## config.mk

```make
export PLATFORM = sky130hd
export DESIGN_NAME = csr_spi_flash
export DESIGN_NICKNAME = d
export VERILOG_FILES = /design/src/rtl/csr_spi_flash.sv
export SDC_FILE = /design/constraint.sdc
export NUM_CORES = 1
export LEC_CHECK = 0
export BUFFER_PORTS_ARGS = -buffer_cell sky130_fd_sc_hd__buf_2
export CAP_MARGIN = 25
export CORE_UTILIZATION = 42
export CTS_CLUSTER_SIZE = 30
export DETAILED_ROUTE_END_ITERATION = 16
export PLACE_DENSITY = 0.71
export SYNTH_ARGS = -nofsm -noshare
export SYNTH_HDL_FRONTEND = slang
export SYNTH_SLANG_ARGS = --single-unit
```

## constraint.sdc

```tcl
create_clock -name clk -period 2.3 [get_ports clk]
set_clock_uncertainty 0.1 [all_clocks]
set_input_delay 0.23 -clock clk [delete_from_list [all_inputs] [get_ports clk]]
set_output_delay 0.23 -clock clk [all_outputs]
set_load 0.005 [all_outputs]
```

## src/rtl/csr_spi_flash.sv

```systemverilog
// CSR-mapped SPI master (mode 0, MSB first) for the configuration flash.
// Software writes one byte to DATA. The block shifts it out on spido while
// capturing spidi, then returns the received byte through DATA.
//
// state  | meaning
// -------+-------------------------------------------------------------
// S_IDLE | no transfer; spiclk low, spido holds the last bit sent
// S_LOW  | spiclk low half-period; spido carries the current bit
// S_HIGH | spiclk high half-period; spidi was sampled on entry
// S_DONE | one cycle: publish received byte, drop busy
module csr_spi_flash #(
    parameter logic [11:0] CSR_CTRL  = 12'hBC4,
    parameter logic [11:0] CSR_DATA  = 12'hBC5,
    parameter logic [7:0]  DIV_RESET = 8'd1
) (
    input  logic        clk,
    input  logic        rstn,
    input  logic        read,
    input  logic [2:0]  modify,
    input  logic [31:0] wdata,
    input  logic [11:0] addr,
    output logic [31:0] rdata,
    output logic        valid,
    output logic        spics,
    output logic        spiclk,
    output logic        spido,
    input  logic        spidi
);

    typedef enum logic [1:0] {S_IDLE, S_LOW, S_HIGH, S_DONE} state_t;

    state_t      state, state_n;
    logic        ctrl_cs, cs_new;
    logic [7:0]  ctrl_div, div_new;
    logic [7:0]  cnt, cnt_n;
    logic [2:0]  bitcnt, bitcnt_n;
    logic [6:0]  tx, tx_n;
    logic [7:0]  shift, shift_n;
    logic [7:0]  rx, rx_n;
    logic        busy, busy_n;
    logic        spiclk_n, spido_n;
    logic        hit_ctrl, hit_data, launch;

    // Reads have no side effects, so the strobe and the upper operand bits are not used.
    logic [16:0] unused_bits;
    assign unused_bits = {read, wdata[31:16]};

    assign hit_ctrl = (addr == CSR_CTRL);
    assign hit_data = (addr == CSR_DATA);
    assign valid    = hit_ctrl | hit_data;
    assign launch   = hit_data && (modify != 3'b000) && (state == S_IDLE);

    // Read mux: decoded from addr alone.
    always_comb begin
        rdata = 32'h0;
        if (hit_ctrl)
            rdata = {16'h0, ctrl_div, 7'h0, ctrl_cs};
        else if (hit_data)
            rdata = {busy, 23'h0, rx};
    end

    // Next value of CTRL for write / set / clear.
    always_comb begin
        cs_new  = ctrl_cs;
        div_new = ctrl_div;
        case (modify)
            3'b001: begin
                cs_new  = wdata[0];
                div_new = wdata[15:8];
            end
            3'b010: begin
                cs_new  = ctrl_cs | wdata[0];
                div_new = ctrl_div | wdata[15:8];
            end
            3'b100: begin
                cs_new  = ctrl_cs & ~wdata[0];
                div_new = ctrl_div & ~wdata[15:8];
            end
            default: ;
        endcase
    end

    // CTRL register. spics follows cs independently of the shift engine.
    always_ff @(posedge clk or negedge rstn) begin
        if (!rstn) begin
            ctrl_cs  <= 1'b0;
            ctrl_div <= DIV_RESET;
            spics    <= 1'b1;
        end else if (hit_ctrl) begin
            ctrl_cs  <= cs_new;
            ctrl_div <= div_new;
            spics    <= ~cs_new;
        end
    end

    // Shift engine: next state and datapath. The half-period counter counts down to zero.
    // It reloads from the live div value, so a div change applies from the next half-period.
    always_comb begin
        state_n  = state;
        cnt_n    = cnt;
        bitcnt_n = bitcnt;
        tx_n     = tx;
        shift_n  = shift;
        rx_n     = rx;
        busy_n   = busy;
        spiclk_n = spiclk;
        spido_n  = spido;
        case (state)
            S_IDLE: begin
                if (launch) begin
                    state_n  = S_LOW;
                    cnt_n    = ctrl_div;
                    bitcnt_n = 3'd0;
                    tx_n     = wdata[6:0];
                    spido_n  = wdata[7];
                    busy_n   = 1'b1;
                end
            end
            S_LOW: begin
                if (cnt == 8'd0) begin
                    state_n  = S_HIGH;
                    cnt_n    = ctrl_div;
                    spiclk_n = 1'b1;
                    shift_n  = {shift[6:0], spidi};
                end else begin
                    cnt_n = cnt - 8'd1;
                end
            end
            S_HIGH: begin
                if (cnt == 8'd0) begin
                    spiclk_n = 1'b0;
                    cnt_n    = ctrl_div;
                    if (bitcnt == 3'd7) begin
                        state_n = S_DONE;
                    end else begin
                        state_n  = S_LOW;
                        bitcnt_n = bitcnt + 3'd1;
                        spido_n  = tx[6];
                        tx_n     = {tx[5:0], 1'b0};
                    end
                end else begin
                    cnt_n = cnt - 8'd1;
                end
            end
            S_DONE: begin
                spiclk_n = 1'b0;
                rx_n     = shift;
                busy_n   = 1'b0;
                state_n  = S_IDLE;
            end
            default: state_n = S_IDLE;
        endcase
    end

    // State and datapath registers. Reset aborts any transfer immediately.
    always_ff @(posedge clk or negedge rstn) begin
        if (!rstn) begin
            state  <= S_IDLE;
            cnt    <= 8'd0;
            bitcnt <= 3'd0;
            tx     <= 7'd0;
            shift  <= 8'd0;
            rx     <= 8'd0;
            busy   <= 1'b0;
            spiclk <= 1'b0;
            spido  <= 1'b0;
        end else begin
            state  <= state_n;
            cnt    <= cnt_n;
            bitcnt <= bitcnt_n;
            tx     <= tx_n;
            shift  <= shift_n;
            rx     <= rx_n;
            busy   <= busy_n;
            spiclk <= spiclk_n;
            spido  <= spido_n;
        end
    end

endmodule

```

### Word level (Yosys, flattened, before mapping)

Cells that the tools add are included.

| storage, ports and cells | value |
|---|---|
| logic and storage cells | 82 |
| latch bits | 0 |
| bits in writable memories | 0 |
| bits in read-only memories | 0 |
| output and inout bits | 36 |
| input port bits | 51 |
| register bits after elaboration | 49 |
| memories | 0 |

| operators by class | value |
|---|---|
| shift-type cells | 0 |
| multiplexer cells | 29 |
| $add $sub $neg | 2 |
| order comparisons | 0 |
| bitwise logic cells | 8 |
| reductions and logical operators | 18 |
| eq/ne operators | 13 |
| div/mod/pow operators | 0 |
| multipliers | 0 |

Operator list:

| operator | number |
|---|---|
| 2-to-1 mux 32 bit | 2 |
| == test 12 bit (second input constant) | 2 |
| one-hot mux 8 bit (3 select lines) | 1 |
| 2-to-1 mux 7 bit | 3 |
| 2-to-1 mux 8 bit | 2 |
| one-hot mux 8 bit (2 select lines) | 1 |
| one-hot mux 7 bit (2 select lines) | 1 |
| 2-to-1 mux 3 bit | 3 |
| nonzero test 3 bit | 3 |
| bitwise AND 8 bit | 1 |
| zero test 8 bit | 1 |
| 2-to-1 mux 2 bit | 4 |
| != test 2 bit (second input constant) | 4 |
| inverter 8 bit | 1 |
| OR 8 bit | 1 |
| one-hot mux 2 bit (4 select lines) | 1 |
| AND reduction 2 bit | 4 |
| subtractor 8 x 1 -> 8 bit (second input constant) | 1 |
| == test 3 bit (second input constant) | 2 |
| 2-to-1 mux 1 bit | 6 |
| one-hot mux 1 bit (3 select lines) | 2 |
| one-hot mux 3 bit (2 select lines) | 1 |
| AND reduction 3 bit | 2 |
| nonzero test 2 bit | 3 |
| 13 further kinds | 18 |

### Logic depth before layout (Yosys ltp)

| logic depth | value |
|---|---|
| depth in word-level cells | 5 |
| mapped depth | 8 |
| depth with buffers taken out | 6 |

### Worst setup path before layout

OpenSTA, ideal clock, no wires.

| timing path | value |
|---|---|
| kind | reg2reg |
| start | register cnt[2] |
| end | register spido |
| required time | 2.075 ns |
| clock period less this slack | 2.427 ns |
| stages on the path, launching flop included | 8 |
| setup slack | -0.127 ns |
| buffers on the path | 3 |
| data arrival time | 2.202 ns |
| cell sequence | dfrtp_1 > buf_6 > or4_1 > buf_2 > or3_4 > a211o_1 > buf_6 > mux2_4 |

| on the way | value |
|---|---|
| cells in the longest elaborated chain, start to end | 3 |

RTL lines:

| item | RTL line | RTL |
|---|---|---|
| start: declaration | 35 | `logic [7:0] cnt, cnt_n;` |
| start signal: assignment | 169 | `cnt <= cnt_n;` |
| zero test 8 bit | 130 | `if (cnt == 8'd0) begin` |
| != test 2 bit (no source line) | - |  |
| AND reduction 4 bit (no source line) | - |  |
| end signal: assignment | 176 | `spido <= spido_n;` |
| end: declaration | 26 | `output logic spido,` |

Every way passes these cells.
A chain may end at the register's enable or synchronous reset.

### Final worst setup path

| timing path | value |
|---|---|
| start | register cnt[1] |
| end | register tx[1] |

| on the way | value |
|---|---|
| cells in the longest elaborated chain, start to end | 3 |

RTL lines:

| item | RTL line | RTL |
|---|---|---|
| zero test 8 bit | 130 |  |
| != test 2 bit (no source line) | - |  |
| AND reduction 4 bit (no source line) | - |  |
| end signal: assignment | 171 | `tx <= tx_n;` |
| end: declaration | 37 | `logic [6:0] tx, tx_n;` |

Every way passes these cells.

==> impl_metrics.ini <==
[sta]
fin_crit_sh_pct = 98.83
setup_viol = 0
rsz0062_at_grt = true
worst_slew_pin_slew_ns = 0.5778
hold_ws_ns = 0.05532
slew_headroom_pct = 61.48
fmax_ghz = 0.4399
drv_slew = 0
fin_ws_ns = 0.02692
hold_violations = 0
period_minus_slack_ns = 2.273
fin_setup_tns_ns = 0

[global_routing]
antenna_found_initial = 0
grt_overflow = 0
grt_pass1_vias = 2465
grt_max_degree = 27
grt_use_total_pct = 18.93
grt_pass1_wl_mm = 11.55

[clocking]
htreeDepth = 2
clk_pin_slew_ns = 0.09
numCtsBuffers = 5
cts_sinks = 49
clockBufferDepth = 2
worstSkewPairLatency_ns = 0.30
cts_root_buffer = clkbuf_8
cts_tree = built

[die]
coreArea_um2 = 7214
die_area_um2 = 7782
start_util_pct = 43.27
die_w_um = 88.22
fp.dieH_um = 88.22
rows = 31
ioPinCount = 87

[hold_path]
hold_path.class = in2reg

[pwr]
swShare_pct = 39.05
powerDensity_nw_per_um2 = 1065
peakVddDrop_mv = 0.5098
p_int_uw = 2426
comb_power_share_pct = 56.2
pwr-share-clk_pct = 12.5
p_seq_share_pct = 31.4
power_switching_uw = 1554
p_leak_uw = 0.001923

[synth]
synthTopCellsByArea = dfrtp_1 (38%), mux2_2 (8.3%), buf_4 (3.6%)
synth-xor-area-share_pct = 0.2806
synth_ff_type = dfrtp_1
async_reset_ff_share_pct = 100.0
ys.warnings.count = 0
synth_area_leader_cell = dfrtp_1
synthesis.area_um2 = 3122
yosysUniqueCellTypes = 59
ys_seq_elements = 49
synthSimpleGateAreaFrac_pct = 17.47
ys_seq_area_share_pct = 39.36
synth_top_family_by_area = simple AND/OR/NAND/NOR gates
synth.mux.area_fraction_pct = 15.19
synth_edf_count = 0
avgSynthCellArea_um2 = 10.07
syn-instance-count = 310
synth_top_area_share_pct = 37.68
synth_compound_area_share_pct = 16.23
synthAdderAreaFrac_pct = 3.206

[critical_path]
critical_path.max_stage_delay_ns = 0.41
crit_start = cnt[1]
reg2reg_setup_slack_ns = 0.03
cp-start-kind = flip-flop
worstReg2RegStart = cnt[1]
worstSetupPathType = reg2reg
worst_ep_required_time_ns = 2.39
critPathMaxFanout = 7
crit_slowest_cell = a211o_4
crit_path_cell_trace = inv_2, ha_4, or3b_4, or3_4, a211o_4, mux2_4
r2r-end = tx[1]
setup.worst_path.end = tx[1]
worstRegToRegCells = 6
cp.arrival_ns = 2.36
end_kind = flip-flop

[place]
dpl.hpwl_mm = 5.322
place_congestion = 0.8424
place_inst = 469
place_ws_ns = -0.08825
port_buffers = 54

[finish]
layout-drive-gt1-share_pct = 37.11
final_core_util_pct = 51.79
num_antenna_cells = 0
area_delta_synth_final_pct = 19.68
layout_common_cells = buf_2 (55), dfrtp_1 (47), buf_4 (29)
final_cell_count_no_fill = 479
layout_commonest_cell = buf_2
finalNetCount = 439
fill_cells = 670

[detailed_routing]
routed_wl_mm = 7.401
wire_per_inst_um = 15.45
dr.pass1.iters = 4
viasPerCell = 5.574
vias = 2670
drtIter0Drc = 193
ant_nets = 0
drc = 0

[run]
max-cap-violations = 0

[run_status]
status = completed
## cell usage after synthesis, drive strengths merged (3+ instances only)
master,count
dfrtp,47
mux2,30
buf,23
nor2,18
a21oi,15
clkbuf,15
mux2i,11
nand2,10
nand4,10
a31oi,9
inv,9
and2,8
and3,8
ha,8
o211a,8
o211ai,8
o21ai,6
nand3,5
nor3,5
nor4,5
a211oi,3
nand3b,3
nand4b,3
o31ai,3
## worst max-delay path, delay by kind of cell, from the launching register on
| family | cells | cell delay [ns] |
|---|---|---|
| multiplexers | 1 | 0.32 |
| flip-flops | 1 | 0.40 |
| adder cells (fa/ha/maj) | 1 | 0.12 |
| buffers and inverters | 1 | 0.09 |
| AND/OR/NAND/NOR | 2 | 0.72 |
| AO/OA/AOI/OAI | 1 | 0.41 |
## cell type report
class / count / area [µm²] / share of cell area, %
tap: 99 / 123.9 / 3.315
clock inverter: 1 / 8.758 / 0.2344
clock buffer: 6 / 72.57 / 1.942
sequential: 49 / 1229 / 32.89
multi-input combinational: 228 / 1734 / 46.42
timing repair buffer: 87 / 534.3 / 14.30
inverter: 9 / 33.78 / 0.9042
## per-stage QoR
step,power [µW],instance area (µm²)
2_1_floorplan,2840,3187
3_3_place_gp,3358,3598
3_5_place_dp,3417,3598
4_1_cts,3943,3699
5_1_grt,4267,3736
6_report,3981,3736
## registers in the layout (all words and copies together), names as in the netlist
register / flops
cnt: 8
ctrl_div: 8
rx: 8
shift: 8
tx: 7
bitcnt: 3
state: 2
busy: 1
ctrl_cs: 1
spiclk: 1
spics: 1
spido: 1
## worst min-delay path by stage
stage | startpoint | to | slack, ns | cells past startpoint
after floorplan | rstn | bitcnt[0] | -0.17 | 0
after global placement | rstn | cnt[2] | 0.17 | 1
after detailed placement | rstn | cnt[2] | 0.16 | 1
after CTS | spidi | shift[0] | 0.05 | 2
after global routing | spidi | shift[0] | 0.06 | 2
final | spidi | shift[0] | 0.06 | 2
## power groups by stage
stage	logic, µW	clock network, µW	registers [µW]
detailed placement	2150	0	1260
global route	2450	531	1280
CTS	2190	509	1250
global placement	2110	0	1250
finish	2240	496	1250
floorplan	1610	0	1230
## repair_timing
item                                    in CTS  in global routing
endpoints found under the hold margin       21                  0
buffers inserted                             0                  1
endpoints found under the setup margin       7                 13
hold buffers                                 1                  0
pin swaps                                    0                  1
resized for setup                            2                  6
cloned                                       0                  1
## metal layers
metal  up-vias  share of wire, %  track usage [%]
met5         -                 0                0
met4         0              0.65            5.425
met3         6               5.3            2.519
met2        99                50            31.89
met1      1306                44            25.56
li1       1259                 -                -
## cell families (layout without fill, tap and decap cells)
group           after synthesis  after routing
compound gates               70             70
xor+xnor                      1              1
fa+ha+maj                     8              8
buf+inv                      47            103
flops                        49             49
mux                          41             41
other cells                   1             15
simple gates                 93             93
Power figures use the tool's default switching activity.
